**src/rtl/ps2_frame_rx.sv**
```systemverilog
// ps2_frame_rx: synchronizes, de-glitches and deserializes PS/2 device-to-host frames with parity/stop checks and a watchdog.
module ps2_frame_rx #(
  parameter int FILTER_LEN     = 8,
  parameter int TIMEOUT_CYCLES = 50000
) (
  input  logic       clk,
  input  logic       reset,
  input  logic       rx_en,
  input  logic       ps2d,
  input  logic       ps2c,
  output logic       rx_done_tick,
  output logic [7:0] dout,
  output logic       parity_err,
  output logic       frame_err,
  output logic       timeout_tick
);
  localparam int WW = $clog2(TIMEOUT_CYCLES);
  typedef enum logic [1:0] {IDLE, DPS, LOAD} state_t;
  state_t state, state_n;
  logic c_s1, c_s2, d_s1, d_s2, f_val, f_next, fall_edge;
  logic [FILTER_LEN-1:0] filt;
  logic [3:0] n, n_n;
  logic [9:0] b, b_n;
  logic [WW-1:0] wd, wd_n;
  logic [7:0] dout_n;
  logic pe_n, fe_n, done_n, to_n;
  assign f_next = &filt ? 1'b1 : ~|filt ? 1'b0 : f_val;
  assign fall_edge = f_val & ~f_next;
  always_ff @(posedge clk or negedge reset) begin
    if (!reset) begin
      {c_s1, c_s2, d_s1, d_s2, f_val} <= '1;
      filt <= '1;
      state <= IDLE;
      n <= '0;
      b <= '0;
      wd <= '0;
      dout <= '0;
      parity_err <= 1'b0;
      frame_err <= 1'b0;
      rx_done_tick <= 1'b0;
      timeout_tick <= 1'b0;
    end else begin
      {c_s2, c_s1} <= {c_s1, ps2c};
      {d_s2, d_s1} <= {d_s1, ps2d};
      filt <= {filt[FILTER_LEN-2:0], c_s2};
      f_val <= f_next;
      state <= state_n;
      n <= n_n;
      b <= b_n;
      wd <= wd_n;
      dout <= dout_n;
      parity_err <= pe_n;
      frame_err <= fe_n;
      rx_done_tick <= done_n;
      timeout_tick <= to_n;
    end
  end
  // Watchdog and shifter only advance in DPS; an edge always beats the terminal count.
  always_comb begin
    state_n = state;
    n_n = n;
    b_n = b;
    wd_n = wd;
    dout_n = dout;
    pe_n = parity_err;
    fe_n = frame_err;
    done_n = 1'b0;
    to_n = 1'b0;
    case (state)
      IDLE: if (fall_edge && rx_en && !d_s2) begin
        state_n = DPS;
        n_n = 4'd9;
        wd_n = '0;
      end
      DPS: if (fall_edge) begin
        b_n = {d_s2, b[9:1]};
        wd_n = '0;
        state_n = (n == 4'd0) ? LOAD : DPS;
        n_n = (n == 4'd0) ? n : n - 4'd1;
      end else if (wd == WW'(TIMEOUT_CYCLES - 1)) begin
        state_n = IDLE;
        to_n = 1'b1;
        wd_n = '0;
        b_n = '0;
      end else begin
        wd_n = wd + WW'(1);
      end
      LOAD: begin
        state_n = IDLE;
        dout_n = b[7:0];
        pe_n = ~^b[8:0];
        fe_n = ~b[9];
        done_n = 1'b1;
      end
      default: state_n = IDLE;
    endcase
  end
endmodule

```
**config.mk**
```make
export PLATFORM = sky130hd
export DESIGN_NAME = ps2_frame_rx
export DESIGN_NICKNAME = d
export VERILOG_FILES = /design/src/rtl/ps2_frame_rx.sv
export SDC_FILE = /design/constraint.sdc
export NUM_CORES = 1
export LEC_CHECK = 0
export ABC_CLOCK_PERIOD_IN_PS = 2700
export BUFFER_PORTS_ARGS = -buffer_cell sky130_fd_sc_hd__buf_4
export CORE_AREA = 2 2 71 73
export DETAILED_ROUTE_END_ITERATION = 8
export DIE_AREA = 0 0 73 75
export GPL_TIMING_DRIVEN = 0
export HOLD_SLACK_MARGIN = 0.02
export PLACE_DENSITY = 0.82
export RECOVER_POWER = 50
export SLEW_MARGIN = 20
export SYNTH_ARGS = -nofsm -noshare
export SYNTH_HDL_FRONTEND = slang
export SYNTH_SLANG_ARGS = --single-unit
```
**constraint.sdc**
```tcl
create_clock -name clk -period 2.7 [get_ports clk]
set_input_delay 0.675 -clock clk [delete_from_list [all_inputs] [get_ports clk]]
set_output_delay 0.675 -clock clk [all_outputs]
set_load 0.01 [all_outputs]
```
# [After elaboration in Yosys (flattened, before gate mapping)]
# Index checks and enable logic that the tools add are counted.
[op_classes] add_sub_neg=2 n_eq_ne=7 muxes=21 bitwise=3 n_reduce_logical=14
[ops] op="$mux W16" count=3
[ops] op="$pmux W16 S2" count=1
[ops] op="$mux W10" count=2
[ops] op="$add A16 B1 Y16 const B" count=1
[ops] op="$eq A16 B16 Y1 const B" count=1
[ops] op="$mux W4" count=3
[ops] op="$reduce_xnor A9 Y1" count=1
[ops] op="$mux W2" count=4
[ops] op="$pmux W4 S2" count=1
[ops] op="$reduce_and A8 Y1" count=1
[ops] op="$reduce_or A8 Y1" count=1
[ops] op="$mux W1" count=6
[ops] op="$ne A2 B2 Y1 const B" count=3
[ops] op="$reduce_and A2 Y1" count=3
[ops] op="$logic_not A4 Y1" count=1
[ops] op="$pmux W2 S2" count=1
[ops] op="$reduce_and A4 Y1" count=1
[ops] op="$reduce_bool A2 Y1" count=2
[ops] op="$sub A4 B1 Y4 const B" count=1
[ops] op="$ne A3 B3 Y1 const B" count=1
[ops] op="$eq A2 B1 Y1 const B" count=1
[ops] op="$eq A2 B2 Y1 const B" count=1
[ops] op="$logic_and A1 B1 Y1" count=2
[ops] op="$logic_not A2 Y1" count=1
[ops] op="other kinds (3)" count=4
[word_totals] regBits=57 output_inout_bits=12 elab_cells=62

# [Longest topological paths before layout]
# Gate-level depths: netlist (run 1).
[logic_depth] word_depth=9 depth_mapped=7

# [Least setup slack after synthesis (run 1)]
# No wires, ideal clock.
[synth_timing] path_type="register to register" startpoint="reg wd[4]" endpoint="reg wd[7]" t_arrival_ps=1902 required_time_ps=2574 path_slack_ps=672 path_stages_with_launch=6 n_path_buf=1 period_less_slack_ps=2028 cell_sequence="dfrtp_1 or4b_4 nor4_4 nor2_2 buf_4 a221o_1"
[synth_between] elab_chain_cells=4 elab_cells_between_ends=5 classes_between="add/sub: 1; eq/ne: 1; mux: 3"
[synth_lines] item="start: declaration" line_no="24" rtl="logic [WW-1:0] wd, wd_n;"
[synth_lines] item="start signal: assignment" line_no="50" rtl="wd <= wd_n;"
[synth_lines] item="$add A16 B1 Y16 / $eq A16 B16 Y1 (equally long branches)" line_no="86, 80"
[synth_lines] item="$mux W16 (*)" line_no="80" rtl="end else if (wd == WW'(TIMEOUT_CYCLES - 1)) begin"
[synth_lines] item="$mux W16 (*)" line_no="75" rtl="DPS: if (fall_edge) begin"
[synth_lines] item="$pmux W16 S2 (*)" line_no="69" rtl="case (state)"
# Mark *: on every way between the ends. The rest lies on a longest branch, timed or not.
# A chain may end at the register's enable or synchronous reset.

# [Final worst setup path (run 1)]
[layout_timing] startpoint="reg filt[3]" endpoint="reg n[0]"
[layout_between] elab_chain_cells=9 elab_cells_between_ends=11 classes_between="eq/ne: 2; mux: 2; bitwise: 2; reduce/logical: 5"
[layout_lines] item="start: declaration" line_no="21" rtl="logic [FILTER_LEN-1:0] filt;"
[layout_lines] item="start signal: assignment" line_no="45" rtl="filt <= {filt[FILTER_LEN-2:0], c_s2};"
[layout_lines] item="$reduce_or A8 Y1" line_no="27" rtl="assign f_next = &filt ? 1'b1 : ~|filt ? 1'b0 : f_val;"
[layout_lines] item="$mux W1" line_no="27"
[layout_lines] item="$mux W1 (*)" line_no="27"
[layout_lines] item="$not A1 Y1 (*)" line_no="28" rtl="assign fall_edge = f_val & ~f_next;"
[layout_lines] item="$and A1 B1 Y1 (*)" line_no="28"
[layout_lines] item="$logic_and A1 B1 Y1 (2 in a row)" line_no="70" rtl="IDLE: if (fall_edge && rx_en && !d_s2) begin"
[layout_lines] item="$ne A2 B2 Y1 (no source line)"
[layout_lines] item="$reduce_and A4 Y1 (no source line) (*)"
[layout_lines] item="end signal: assignment" line_no="48" rtl="n <= n_n;"
[layout_lines] item="end: declaration" line_no="22" rtl="logic [3:0] n, n_n;"
# Marks and branches as above.

==> results.md, run 1 <==
* Run status: complete, no violations
* Post-synth cell types at 43
* Gr usage total at 18.8%
* Clock transition at the registers of the reported paths at 60 ps
* Worst flop-to-flop path endpoint: n[0]
* Number of port buffers at 16
* Power share of the clock group at 40.1%
* Share of Yosys cell area claimed by the top area cell type at 44.8%
* Total Die Area at 5480 um^2
* Clk buf depth at 2
* Maximum fanout along the worst path at 7
* Later-pin clock latency in the skew report at 330 ps
* Number of I/O pins at 17
* Clock tree from TritonCTS: yes
* Area of the core at 4660 um^2
* GRT Residual Overflow at 0
* Switching fraction of total power at 24.0%
* Transition time at the pin with the least slew margin at 1320 ps
* Starting density of the core at 52.7%
* Final std cell area, no fill at 2830 um^2
* Post_cts resized at 0
* Routability congestion estimate at 0.848
* Unrepaired setup endpoints after global routing: no
* Flop-to-flop setup slack at 430 ps
* Root Buffer Master: sky130_fd_sc_hd__clkbuf_8
* Sequential share of the synthesized area at 58.7%
* Post-route DRC violation count at 0
* Final clock period utilization by the worst path at 84.2%
* Length of the first detailed-routing pass in iterations at 4
* Hold Path Cell Cnt at 0
* Most frequent cells after synthesis: sky130_fd_sc_hd__dfrtp_1 (44), sky130_fd_sc_hd__a21oi_1 (14), sky130_fd_sc_hd__dfstp_2 (13)
* Initial antenna violation count at 0
* Clk sink count at 57
* PD cells at 637 nW/um^2
* Initial drt markers at 102
* Worst r2r src: filt[3]
* Data arrival time of the critical path at 2490 ps
* Instance count of the mapped netlist at 207
* Antenna diode count at 0
* Max IR drop VDD at 0.000437 V
* Number of flops mapped to enable cells by yosys at 0
* Critical Path Sink Type: flip-flop
* Number of buffers inserted to repair setup after CTS at 0
* Type of the most critical hold path: flip-flop to flip-flop
* Finish-stage setup viols at 0
* # nets final at 241
* Min-Delay Endpoint: d_s2
* Crit Path Class: flip-flop to flip-flop
* FF-to-FF path depth at 5
* Drt via density at 5.82
* Chip height at 75 um
* Post-Route WL at 4370 um
* Global-route wire length before repair at 7570 um
* Dominant cells by area after synthesis: sky130_fd_sc_hd__dfrtp_1 (45%), sky130_fd_sc_hd__dfstp_2 (14%), sky130_fd_sc_hd__mux2_2 (4.6%), sky130_fd_sc_hd__a22o_1 (4.3%), sky130_fd_sc_hd__a21oi_1 (2.9%)
* Row cnt at 25
* Post-route minimum period at 2270 ps
* Most common flop cell mapped by yosys: sky130_fd_sc_hd__dfrtp_1
* Ys Warns at 0
* Number of buffers created by CTS at 9
* Average detailed-routed wire length per instance at 14.9 um
* Logic gate share of total power at 6.7%
* Portion of total power attributed to sequential cells at 53.2%
* Placed Instance Area at 2650 um^2
* Leak at 1.28 nW
* Post-CTS Hold Buffers at 0
* Switching component of the power at 0.000433 W
* Htree depth at 3
* Cell taking the most area after synthesis: sky130_fd_sc_hd__dfrtp_1
* Floorplan die width at 73 um
* Share of flip-flops with an asynchronous set or reset after synthesis at 100%
* Count of antenna-violating nets left after detailed routing at 0
* Overall power of the completed layout at 0.00180 W
* Largest net degree at the start of global routing at 58
* Total number of vias at 1706
* Top achievable clock speed at 0.440 GHz
* Synth-to-layout area growth at 15.1%
* Via count of the first global-routing pass at 1663
* Total Negative Setup Slacks at 0 ps
* Relative slew margins at 12.0%
* Library cell with the highest instance count after synthesis: sky130_fd_sc_hd__dfrtp_1
* HPWL after detailed placement at 2860 um
* Skew final at 10.9 ps
* Post-synth net total at 214
* Type of element launching the critical path: flip-flop
* Internal Dissipation at 0.00137 W
* Total of flip-flops plus latches after synthesis at 57
* Total standard cell area after synthesis at 2460 um^2
* Number of hold violations in the final report at 0
* Slew Limit Fails at 0
* Max-cap violations at 0
* Required time of the worst setup path at 2910 ps
* Layout cells sized above 1 at 23.0%
* Synthesized area per cell at 11.9 um^2
* Startpoint of the worst hold path: d_s1
cell families after synthesis:
logic type	count (synthesis)	synth area share (%)
fa+ha+maj	2	1.02
simple gates	67	16.0
xor+xnor	8	2.85
buf+inv	11	1.88
compound gates	49	13.7
flops	57	58.7
mux	13	5.80
state kept, by name (all words and copies together), names as in the netlist:
register	flops
wd	16
b	10
dout	8
filt	8
n	4
state	2
c_s1	1
c_s2	1
d_s1	1
d_s2	1
f_val	1
frame_err	1
parity_err	1
rx_done_tick	1
timeout_tick	1
stage by stage:
step | hold WS [ps] | setup slack (ps) | cells | utilization [%]
after floorplan | 345 | 672 | 207 | -
after global placement | 346 | 435 | 277 | 56.8
after detailed placement | 347 | 416 | 277 | 56.8
after CTS | 356 | 406 | 293 | 60.7
after global routing | 359 | 116 | 293 | 60.7
final | 355 | 426 | 293 | 60.7
power groups by stage:
| stage | Clock [W] | Combinational, W | Sequential [W] |
|---|---|---|---|
| after floorplan | 0 | 0.0000853 | 0.000960 |
| after global placement | 0 | 0.000117 | 0.000969 |
| after detailed placement | 0 | 0.000123 | 0.000972 |
| after CTS | 0.000744 | 0.000123 | 0.000958 |
| after global routing | 0.000782 | 0.000139 | 0.000964 |
| final | 0.000722 | 0.000120 | 0.000957 |
per-layer routing:
| metal | routed length [um] | vias to the layer above | global-route usage, % | share of wire (%) |
|---|---|---|---|---|
| met4 | 102 | 0 | 9.26 | 2.3 |
| met5 | 0 | - | 0 | 0 |
| met1 | 2030 | 825 | 24.0 | 47 |
| met2 | 2030 | 39 | 28.8 | 47 |
| met3 | 201 | 10 | 6.16 | 4.6 |
| li1 | - | 832 | - | - |
worst max-delay path, cell delays in order (launching register included):
cell and delay, ps:
sky130_fd_sc_hd__dfstp_1 380, sky130_fd_sc_hd__nor4_1 450, sky130_fd_sc_hd__nand3_1 280, sky130_fd_sc_hd__nor3_1 620
sky130_fd_sc_hd__nand2_1 150, sky130_fd_sc_hd__mux2_2 280
worst max-delay path by stage:
| stage | start | endpoint | depth (start not counted) |
|---|---|---|---|
| finish | filt[3] | n[0] | 5 |
| global route | filt[3] | n[0] | 5 |
| CTS | filt[3] | n[0] | 5 |
| detailed placement | filt[3] | n[0] | 5 |
| global placement | filt[3] | n[0] | 5 |
| floorplan | wd[4] | wd[7] | 5 |
final cells by class:
type / count / area [um^2]
clock buffer: 14 / 173
timing repair buffer: 16 / 118
multi-input combinational: 139 / 968
buffer: 6 / 27.5
clock inverter: 2 / 12.5
tap: 54 / 67.6
inverter: 5 / 18.8
sequential: 57 / 1440
fill: 367 / 1830
cells in the final DEF (no fill, tap or decap), types with 3 or more instances in the layout:
master | netlist | final
sky130_fd_sc_hd__dfstp_1 | 0 | 7
sky130_fd_sc_hd__nand4_1 | 8 | 8
sky130_fd_sc_hd__a21oi_1 | 14 | 14
sky130_fd_sc_hd__nor3_1 | 6 | 6
sky130_fd_sc_hd__and3_1 | 4 | 4
sky130_fd_sc_hd__nor2_1 | 7 | 7
sky130_fd_sc_hd__clkbuf_8 | 0 | 12
sky130_fd_sc_hd__dfstp_2 | 13 | 6
sky130_fd_sc_hd__a22o_1 | 12 | 12
sky130_fd_sc_hd__buf_4 | 1 | 14
sky130_fd_sc_hd__inv_1 | 5 | 5
sky130_fd_sc_hd__mux2_2 | 10 | 10
sky130_fd_sc_hd__mux2i_1 | 3 | 3
sky130_fd_sc_hd__clkbuf_1 | 4 | 6
sky130_fd_sc_hd__dfrtp_1 | 44 | 44
sky130_fd_sc_hd__nand3_1 | 8 | 8
sky130_fd_sc_hd__o21ai_0 | 8 | 8
sky130_fd_sc_hd__nand2_1 | 12 | 12
sky130_fd_sc_hd__xnor2_1 | 6 | 6
sky130_fd_sc_hd__a31oi_1 | 6 | 6
sky130_fd_sc_hd__nand2b_1 | 4 | 4
No activity file was read; power rests on OpenSTA's default activity.
==> run 2, diff against run 1 <==
--- a/config.mk
+++ b/config.mk
@@ -5,14 +5,15 @@
 export SDC_FILE = /design/constraint.sdc
 export NUM_CORES = 1
 export LEC_CHECK = 0
-export ABC_CLOCK_PERIOD_IN_PS = 2700
+export ABC_AREA = 1
+export ABC_CLOCK_PERIOD_IN_PS = 2050
 export BUFFER_PORTS_ARGS = -buffer_cell sky130_fd_sc_hd__buf_4
-export CORE_AREA = 2 2 71 73
+export CORE_AREA = 2 2 76 78
 export DETAILED_ROUTE_END_ITERATION = 8
-export DIE_AREA = 0 0 73 75
+export DIE_AREA = 0 0 78 80
 export GPL_TIMING_DRIVEN = 0
 export HOLD_SLACK_MARGIN = 0.02
-export PLACE_DENSITY = 0.82
+export PLACE_DENSITY = 0.83
 export RECOVER_POWER = 50
 export SLEW_MARGIN = 20
 export SYNTH_ARGS = -nofsm -noshare
==> constraint.sdc (replaced) <==
create_clock -name clk -period 2.05 [get_ports clk]
set_input_delay 0.5125 -clock clk [delete_from_list [all_inputs] [get_ports clk]]
set_output_delay 0.5125 -clock clk [all_outputs]
set_load 0.01 [all_outputs]
==> run 2 against run 1 <==
  * Global-route usage barely moved
  * Utilization is 1.8 points lower
  * Routed wire length up 16%
  * Setup slack worse by 20 ps
  * Clock skew shrank 3.3 ps
  * Largest power group unchanged
  * Area after synthesis rose by 14%
  * Die area grew 14%
  * Count of clock-buffer cells in the layout shrank 1
  * Via count is 27% higher
==> results.md, run 2 <==
* Critical Path Sink Type: flip-flop
* Data arrival time of the critical path at 1910 ps (-580 ps)
* Skew final at 7.61 ps (-3.33 ps)
* Slew Limit Fails at 0 (unchanged)
* Total Die Area at 6240 um^2 (+14%)
* Type of the most critical hold path: input port to flip-flop
* Via count of the first global-routing pass at 2044 (+23%)
* Leak at 1.56 nW (+22%)
* Antenna diode count at 0 (unchanged)
* Initial drt markers at 155 (+52%)
* Number of buffers inserted to repair setup after CTS at 0 (unchanged)
* Relative slew margins at 8.70% (-3.3 points)
* Largest registers in the final layout: wd: 16 flops, b: 10 flops
* Delay-heaviest family, CP: simple AND/OR/NAND/NOR gates
* Htree depth at 3 (unchanged)
* Number of hold violations in the final report at 0 (unchanged)
* Clk buf depth at 2 (unchanged)
* Share of flip-flops with an asynchronous set or reset after synthesis at 100% (unchanged)
* Crit path max-delay cell type: sky130_fd_sc_hd__dfrtp_1
* Post-route worst hold slack at 290 ps (-65.8 ps)
* Library cell with the highest instance count after synthesis: sky130_fd_sc_hd__nand2_1
* Post-synth net total at 336 (+57%)
* FF-to-FF path depth at 10 (+5)
* Dominant cells by area after synthesis: sky130_fd_sc_hd__dfrtp_1 (39%), sky130_fd_sc_hd__nand2_1 (18%), sky130_fd_sc_hd__dfstp_2 (12%), sky130_fd_sc_hd__nand3_1 (3.0%), sky130_fd_sc_hd__inv_1 (2.7%)
* Unrepaired setup endpoints after global routing: no
* Max-cap violations at 0 (unchanged)
* Buffer and inverter count on the worst path at 2 (+2)
* Ys Warns at 0 (unchanged)
* Required time of the worst setup path at 2320 ps (-590 ps)
* Count of antenna-violating nets left after detailed routing at 0 (unchanged)
* Row cnt at 27 (+8.0%)
* Post-Route WL at 5060 um (+16%)
* Final clock period utilization by the worst path at 80.2% (-4.0 points)
* Total Negative Setup Slacks at 0 ps (unchanged)
* Final std cell area, no fill at 3180 um^2 (+13%)
* GRT Residual Overflow at 0 (unchanged)
* Sequential share of the synthesized area at 51.5% (-7.2 points)
* Total number of vias at 2172 (+27%)
* Top achievable clock speed at 0.608 GHz (+38%)
* Clock transition at the registers of the reported paths at 60 ps (about the same)
* Layout cells sized above 1 at 20.8% (-2.2 points)
* Share of Yosys cell area claimed by the top area cell type at 39.3% (-5.5 points)
* Placed Instance Area at 3010 um^2 (+14%)
* Largest net degree at the start of global routing at 58 (unchanged)
* Most used cells in the layout excluding fill and tap cells: sky130_fd_sc_hd__nand2_1 (131), sky130_fd_sc_hd__dfrtp_1 (44), sky130_fd_sc_hd__nor2_1 (20), sky130_fd_sc_hd__inv_1 (20), sky130_fd_sc_hd__nand3_1 (17)
* Synth-to-layout area growth at 13.6%
* Top register by number of flip-flops: wd
* Crit Path Class: flip-flop to flip-flop
* Post-route minimum period at 1640 ps (-630 ps)
* Number of port buffers at 16 (unchanged)
* Initial antenna violation count at 0 (unchanged)
* Post-CTS Hold Buffers at 0 (unchanged)
* Area of the core at 5410 um^2 (+16%)
* Commonest non-fill, non-tap cell in the layout: sky130_fd_sc_hd__nand2_1
* Critical path depth at 10 (+5)
* Global-route wire length before repair at 9030 um (+19%)
* Cell taking the most area after synthesis: sky130_fd_sc_hd__dfrtp_1
* Drt via density at 5.02 (-14%)
* Later-pin clock latency in the skew report at 330 ps (about the same)
* Routability congestion estimate at 0.900 (+6.2%)
* Clk sink count at 57 (unchanged)
* Run status: complete, no violations
* # nets final at 363 (+51%)
* Total of flip-flops plus latches after synthesis at 57 (unchanged)
* Post-route DRC violation count at 0 (unchanged)
* Post_cts resized at 0 (unchanged)
* Length of the first detailed-routing pass in iterations at 4 (unchanged)
* Most common flop cell mapped by yosys: sky130_fd_sc_hd__dfrtp_1
* Most numerous cell on the critical path: sky130_fd_sc_hd__nand2_1
* Root Buffer Master: sky130_fd_sc_hd__clkbuf_8
* Gr usage total at 18.7% (-0.031 points)
* Starting density of the core at 51.8% (-0.90 points)
* Maximum fanout along the worst path at 7 (unchanged)
* Transition time at the pin with the least slew margin at 1370 ps (+49.0 ps)
* Flip-flop count of the largest register, all copies and words added at 16 (unchanged)
* Number of I/O pins at 17 (unchanged)
* Delay of the slowest cell on the worst path at 420 ps (-200 ps)
* Hold Path Cell Cnt at 1 (+1)
* Instance count of the mapped netlist at 329 (+59%)
* Synthesized area per cell at 8.52 um^2 (-28%)
* Average detailed-routed wire length per instance at 11.7 um (-22%)
* Finish-stage setup viols at 0 (unchanged)
* Number of buffers created by CTS at 9 (unchanged)
* Clock tree from TritonCTS: yes
* PD cells at 808 nW/um^2 (+27%)
* HPWL after detailed placement at 3540 um (+24%)
* Floorplan die width at 78 um (+6.8%)
* Total standard cell area after synthesis at 2800 um^2 (+14%)
* Chip height at 80 um (+6.7%)
* Most frequent cells after synthesis: sky130_fd_sc_hd__nand2_1 (131), sky130_fd_sc_hd__dfrtp_1 (44), sky130_fd_sc_hd__inv_1 (20), sky130_fd_sc_hd__nor2_1 (20), sky130_fd_sc_hd__nand3_1 (17)
* Max IR drop VDD at 0.000335 V (-23%)
* Worst path cell trace: ha_1 -> nand2_2 -> inv_2 -> nand2_1 -> nor3_2 -> nand2_1 -> nand3_2 -> inv_2 -> nand3_1 -> nand2_1
* Type of element launching the critical path: flip-flop
* Number of flops mapped to enable cells by yosys at 0 (unchanged)
* Post-synth cell types at 31 (-28%)
[run 2: cell count changes after synthesis, moves of 9 or more]
cell,previous run,this run
sky130_fd_sc_hd__mux2_2,10,0
sky130_fd_sc_hd__inv_1,5,20
sky130_fd_sc_hd__nand3_1,8,17
sky130_fd_sc_hd__a21oi_1,14,3
sky130_fd_sc_hd__nand2_1,12,131
sky130_fd_sc_hd__nor2_1,7,20
sky130_fd_sc_hd__a22o_1,12,0
[run 2: worst paths after layout]
kind,endpoint,start,slack [ps]
worst min-delay path,d_s1,ps2d,290
max in group asynchronous,n[3],reset,740
worst max-delay path,wd[13],wd[0],410
min in group asynchronous,b[0],reset,480
worst min register to register,c_s2,c_s1,360
worst max register to register,wd[13],wd[0],410
[run 2: layout make-up]
class / count / area (um^2)
fill: 484 / 2220
buffer: 3 / 27.5
sequential: 57 / 1440
clock inverter: 3 / 15.0
timing repair buffer: 16 / 118
inverter: 28 / 110
clock buffer: 13 / 159
tap: 72 / 90.1
multi-input combinational: 241 / 1220
[run 2: where the power goes]
part | total [W] | switching [W] | leakage, nW | internal, W
clock | 0.000920 | 0.000422 | 0.0932 | 0.000499
sequential | 0.00133 | 0.000110 | 0.728 | 0.00122
combinational | 0.000317 | 0.000199 | 0.740 | 0.000118
[run 2: logic make-up after synthesis]
family	share of synthesized area, %
buffers and inverters	4.91
DFF	51.5
and+or+nand+nor	35.6
AOI/OAI and AO/OA	3.62
xor gates and xnor gates	3.44
adders and majority gates	0.893
[run 2: layer usage]
| layer | wire length (um) | vias up | global-route usage [%] | share of wire [%] |
|---|---|---|---|---|
| li1 | - | 1099 | - | - |
| met1 | 2400 | 1026 | 23.1 | 47 |
| met2 | 2350 | 38 | 29.3 | 46 |
| met3 | 217 | 9 | 5.43 | 4.3 |
| met4 | 97 | 0 | 10.9 | 1.9 |
| met5 | 0 | - | 0 | 0 |
[run 2: metrics by stage]
stage / util [%] / worst slack [ps] / power, W / cells
after floorplan: - / 626 / 0.00158 / 329
after global placement: 55.7 / 448 / 0.00166 / 417
after detailed placement: 55.7 / 412 / 0.00167 / 417
after CTS: 58.9 / 398 / 0.00260 / 433
after global routing: 58.9 / 251 / 0.00273 / 433
final: 58.9 / 406 / 0.00257 / 433
==> run 3, diff against run 2 <==
--- a/config.mk
+++ b/config.mk
@@ -6,14 +6,14 @@
 export NUM_CORES = 1
 export LEC_CHECK = 0
 export ABC_AREA = 1
-export ABC_CLOCK_PERIOD_IN_PS = 2050
+export ABC_CLOCK_PERIOD_IN_PS = 1650
 export BUFFER_PORTS_ARGS = -buffer_cell sky130_fd_sc_hd__buf_4
 export CORE_AREA = 2 2 76 78
 export DETAILED_ROUTE_END_ITERATION = 8
 export DIE_AREA = 0 0 78 80
 export GPL_TIMING_DRIVEN = 0
 export HOLD_SLACK_MARGIN = 0.02
-export PLACE_DENSITY = 0.83
+export PLACE_DENSITY = 0.81
 export RECOVER_POWER = 50
 export SLEW_MARGIN = 20
 export SYNTH_ARGS = -nofsm -noshare
==> constraint.sdc (replaced) <==
create_clock -name clk -period 1.65 [get_ports clk]
set_input_delay 0.4125 -clock clk [delete_from_list [all_inputs] [get_ports clk]]
set_output_delay 0.4125 -clock clk [all_outputs]
set_load 0.01 [all_outputs]
==> run 3 against run 2 <==
  * Sequential cell count did not move
  * Register-to-register slack worse by 370 ps
  * Maximum frequency grew 1.8%
  * Clock power rose by 45%
  * Critical path depth is the same
  * Hold slack worse by 100 ps
  * Setup slack worse by 370 ps
  * Final area increased by 3.9%
  * Utilization rose by 2.3 points
  * Routed wire length up 7.4%
  * Largest power group unchanged
  * Clock skew increased by 2.9 ps
  * Largest cell class unchanged
==> results.md, run 3 (synthesis gave the netlist of run 2 again) <==
* Run status: complete, no violations
* Total Die Area at 6240 um^2 (unchanged)
* Unrepaired setup endpoints after global routing: yes
* Initial antenna violation count at 0 (unchanged)
* Most numerous cell on the critical path: sky130_fd_sc_hd__nand2_2
* Max-cap violations at 0 (unchanged)
* Antenna diode count at 0 (unchanged)
* Gr usage total at 19.1% (+0.42 points)
* Row cnt at 27 (unchanged)
* Root Buffer Master: sky130_fd_sc_hd__clkbuf_8
* Worst r2r src: wd[0]
* FF-to-FF path depth at 10 (unchanged)
* Commonest non-fill, non-tap cell in the layout: sky130_fd_sc_hd__nand2_1
* Maximum fanout along the worst path at 7 (unchanged)
* Post-route minimum period at 1610 ps (-29.7 ps)
* Delay of the slowest cell on the worst path at 390 ps (-30 ps)
* Starting density of the core at 51.8% (unchanged)
* Total number of vias at 2215 (+2.0%)
* Post-Route WL at 5440 um (+7.4%)
* Setup crit start: wd[0]
* Worst Setup EP: wd[15]
* Register area at 1440 um^2 (unchanged)
* Layout fillers at 449 (-7.2%)
* Data arrival time of the critical path at 1840 ps (-70 ps)
* Crit Path Class: flip-flop to flip-flop
* Clk buf depth at 2 (unchanged)
* Number of I/O pins at 17 (unchanged)
* Post-route DRC violation count at 0 (unchanged)
* PD cells at 1050 nW/um^2 (+30%)
* Area of the core at 5410 um^2 (unchanged)
* Transition time at the pin with the least slew margin at 1370 ps (+2.31 ps)
* Floorplan die width at 78 um (unchanged)
* Final clock period utilization by the worst path at 97.9% (+18 points)
* Finish-stage setup viols at 0 (unchanged)
* Top register by number of flip-flops: wd
* Initial drt markers at 151 (-2.6%)
* Drt via density at 5.07 (+1.0%)
* Length of the first detailed-routing pass in iterations at 4 (unchanged)
* Routability congestion estimate at 0.891 (-0.99%)
* Area of combinational cells with multiple inputs at 1270 um^2 (+3.8%)
* Number of hold violations in the final report at 0 (unchanged)
* Number of port buffers at 16 (unchanged)
* Clk sink count at 57 (unchanged)
* Htree depth at 3 (unchanged)
* Overall power of the completed layout at 0.00347 W (+35%)
* Worst path cell trace: ha_2 -> nand2_4 -> inv_2 -> nand2_2 -> nor3_2 -> nand2_2 -> nand3_4 -> inv_4 -> nand3_1 -> nand2_1
* HPWL after detailed placement at 3630 um (+2.7%)
* Largest registers in the final layout: wd: 16 flops, b: 10 flops
* Global-route wire length before repair at 9320 um (+3.2%)
* Chip height at 80 um (unchanged)
* Post-CTS Hold Buffers at 0 (unchanged)
* # nets final at 367 (+1.1%)
* Placement Setup Slack at 19.6 ps (-392 ps)
* Flop-to-flop setup slack at 40 ps (-370 ps)
* Leak at 1.61 nW (+2.8%)
* Required time of the worst setup path at 1870 ps (-450 ps)
* Later-pin clock latency in the skew report at 340 ps (about the same)
* Slew Limit Fails at 0 (unchanged)
* Most used cells in the layout excluding fill and tap cells: sky130_fd_sc_hd__nand2_1 (128), sky130_fd_sc_hd__dfrtp_1 (44), sky130_fd_sc_hd__inv_1 (20), sky130_fd_sc_hd__nor2_1 (19)
* Crit path max-delay cell type: sky130_fd_sc_hd__dfrtp_1
* GRT Residual Overflow at 0 (unchanged)
* Worst flop-to-flop path endpoint: wd[15]
* Largest net degree at the start of global routing at 58 (unchanged)
* Critical Path Sink Type: flip-flop
* Max IR drop VDD at 0.000630 V (+88%)
* Via count of the first global-routing pass at 2192 (+7.2%)
* Count of antenna-violating nets left after detailed routing at 0 (unchanged)
* Clock transition at the registers of the reported paths at 60 ps (about the same)
* Number of buffers created by CTS at 9 (unchanged)
* Type of element launching the critical path: flip-flop
* Hold Path Cell Cnt at 1 (unchanged)
* Average detailed-routed wire length per instance at 12.4 um (+6.5%)
* Top achievable clock speed at 0.619 GHz (+1.8%)
* Setup slack after layout at 35.4 ps (-370 ps)
* Synth-to-layout area growth at 18.0%
* Flip-flop count of the largest register, all copies and words added at 16 (unchanged)
* Layout cells sized above 1 at 24.4% (+3.6 points)
* Type of the most critical hold path: input port to flip-flop
* Clock tree from TritonCTS: yes
* Relative slew margins at 8.54% (-0.15 points)
* Skew final at 10.5 ps (+2.85 ps)
[run 3: critical path: cells and delay by family, from the launching register on]
kind / cells / cell delay (ps)
and+or+nand+nor: 7 / 750
buffers and inverters: 2 / 130
DFF: 1 / 390
adders and majority gates: 1 / 230
[run 3: routing by layer]
| metal | track usage, % | share of wire [%] | up-vias |
|---|---|---|---|
| li1 | - | - | 1110 |
| met1 | 22.0 | 44 | 1039 |
| met2 | 33.4 | 50 | 54 |
| met3 | 4.30 | 4.1 | 12 |
| met4 | 10.0 | 1.8 | 0 |
| met5 | 0 | 0 | - |
[run 3: per-stage QoR]
stage	hold slack [ps]	cell area (um^2)	util (%)	instances	setup TNS, ps
final	190	3310	61.2	437	0
after global routing	176	3310	61.2	437	-690
after CTS	142	3230	59.7	433	0
after detailed placement	347	3010	55.7	417	0
after global placement	346	3010	55.7	417	0
after floorplan	117	2800	-	329	0
[run 3: power by group]
group / internal, W / switching (W) / total [W] / leakage (nW)
clock: 0.000767 / 0.000565 / 0.00133 / 0.102
combinational: 0.000177 / 0.000283 / 0.000460 / 0.773
sequential: 0.00152 / 0.000152 / 0.00167 / 0.730
[run 3: layout make-up]
| class | count | share of cell area [%] |
|---|---|---|
| flip-flops and latches | 57 | 43.6 |
| multi-input cells | 241 | 38.3 |
| clock buffers | 13 | 5.79 |
| repair buffers | 20 | 4.46 |
| inverters | 28 | 3.41 |
| well taps | 72 | 2.72 |
| plain buffers | 3 | 1.06 |
| clock inverters | 3 | 0.605 |
[run 3: worst min path at each step]
stage / to / slack, ps / start
2_1_floorplan: b[0] / 120 / reset
3_3_place_gp: filt[0] / 350 / c_s2
3_5_place_dp: d_s2 / 350 / d_s1
4_1_cts: dout[0] / 140 / reset
5_1_grt: d_s1 / 180 / ps2d
6_report: d_s1 / 190 / ps2d
[run 3: timing repair]
action                                  4_1_cts  5_1_grt
gates resized for setup                       1       13
pin swaps                                     0        6
cloned                                        0        0
hold endpoints to repair                      0        0
endpoints found under the setup margin        4       16
setup buffers                                 0        4
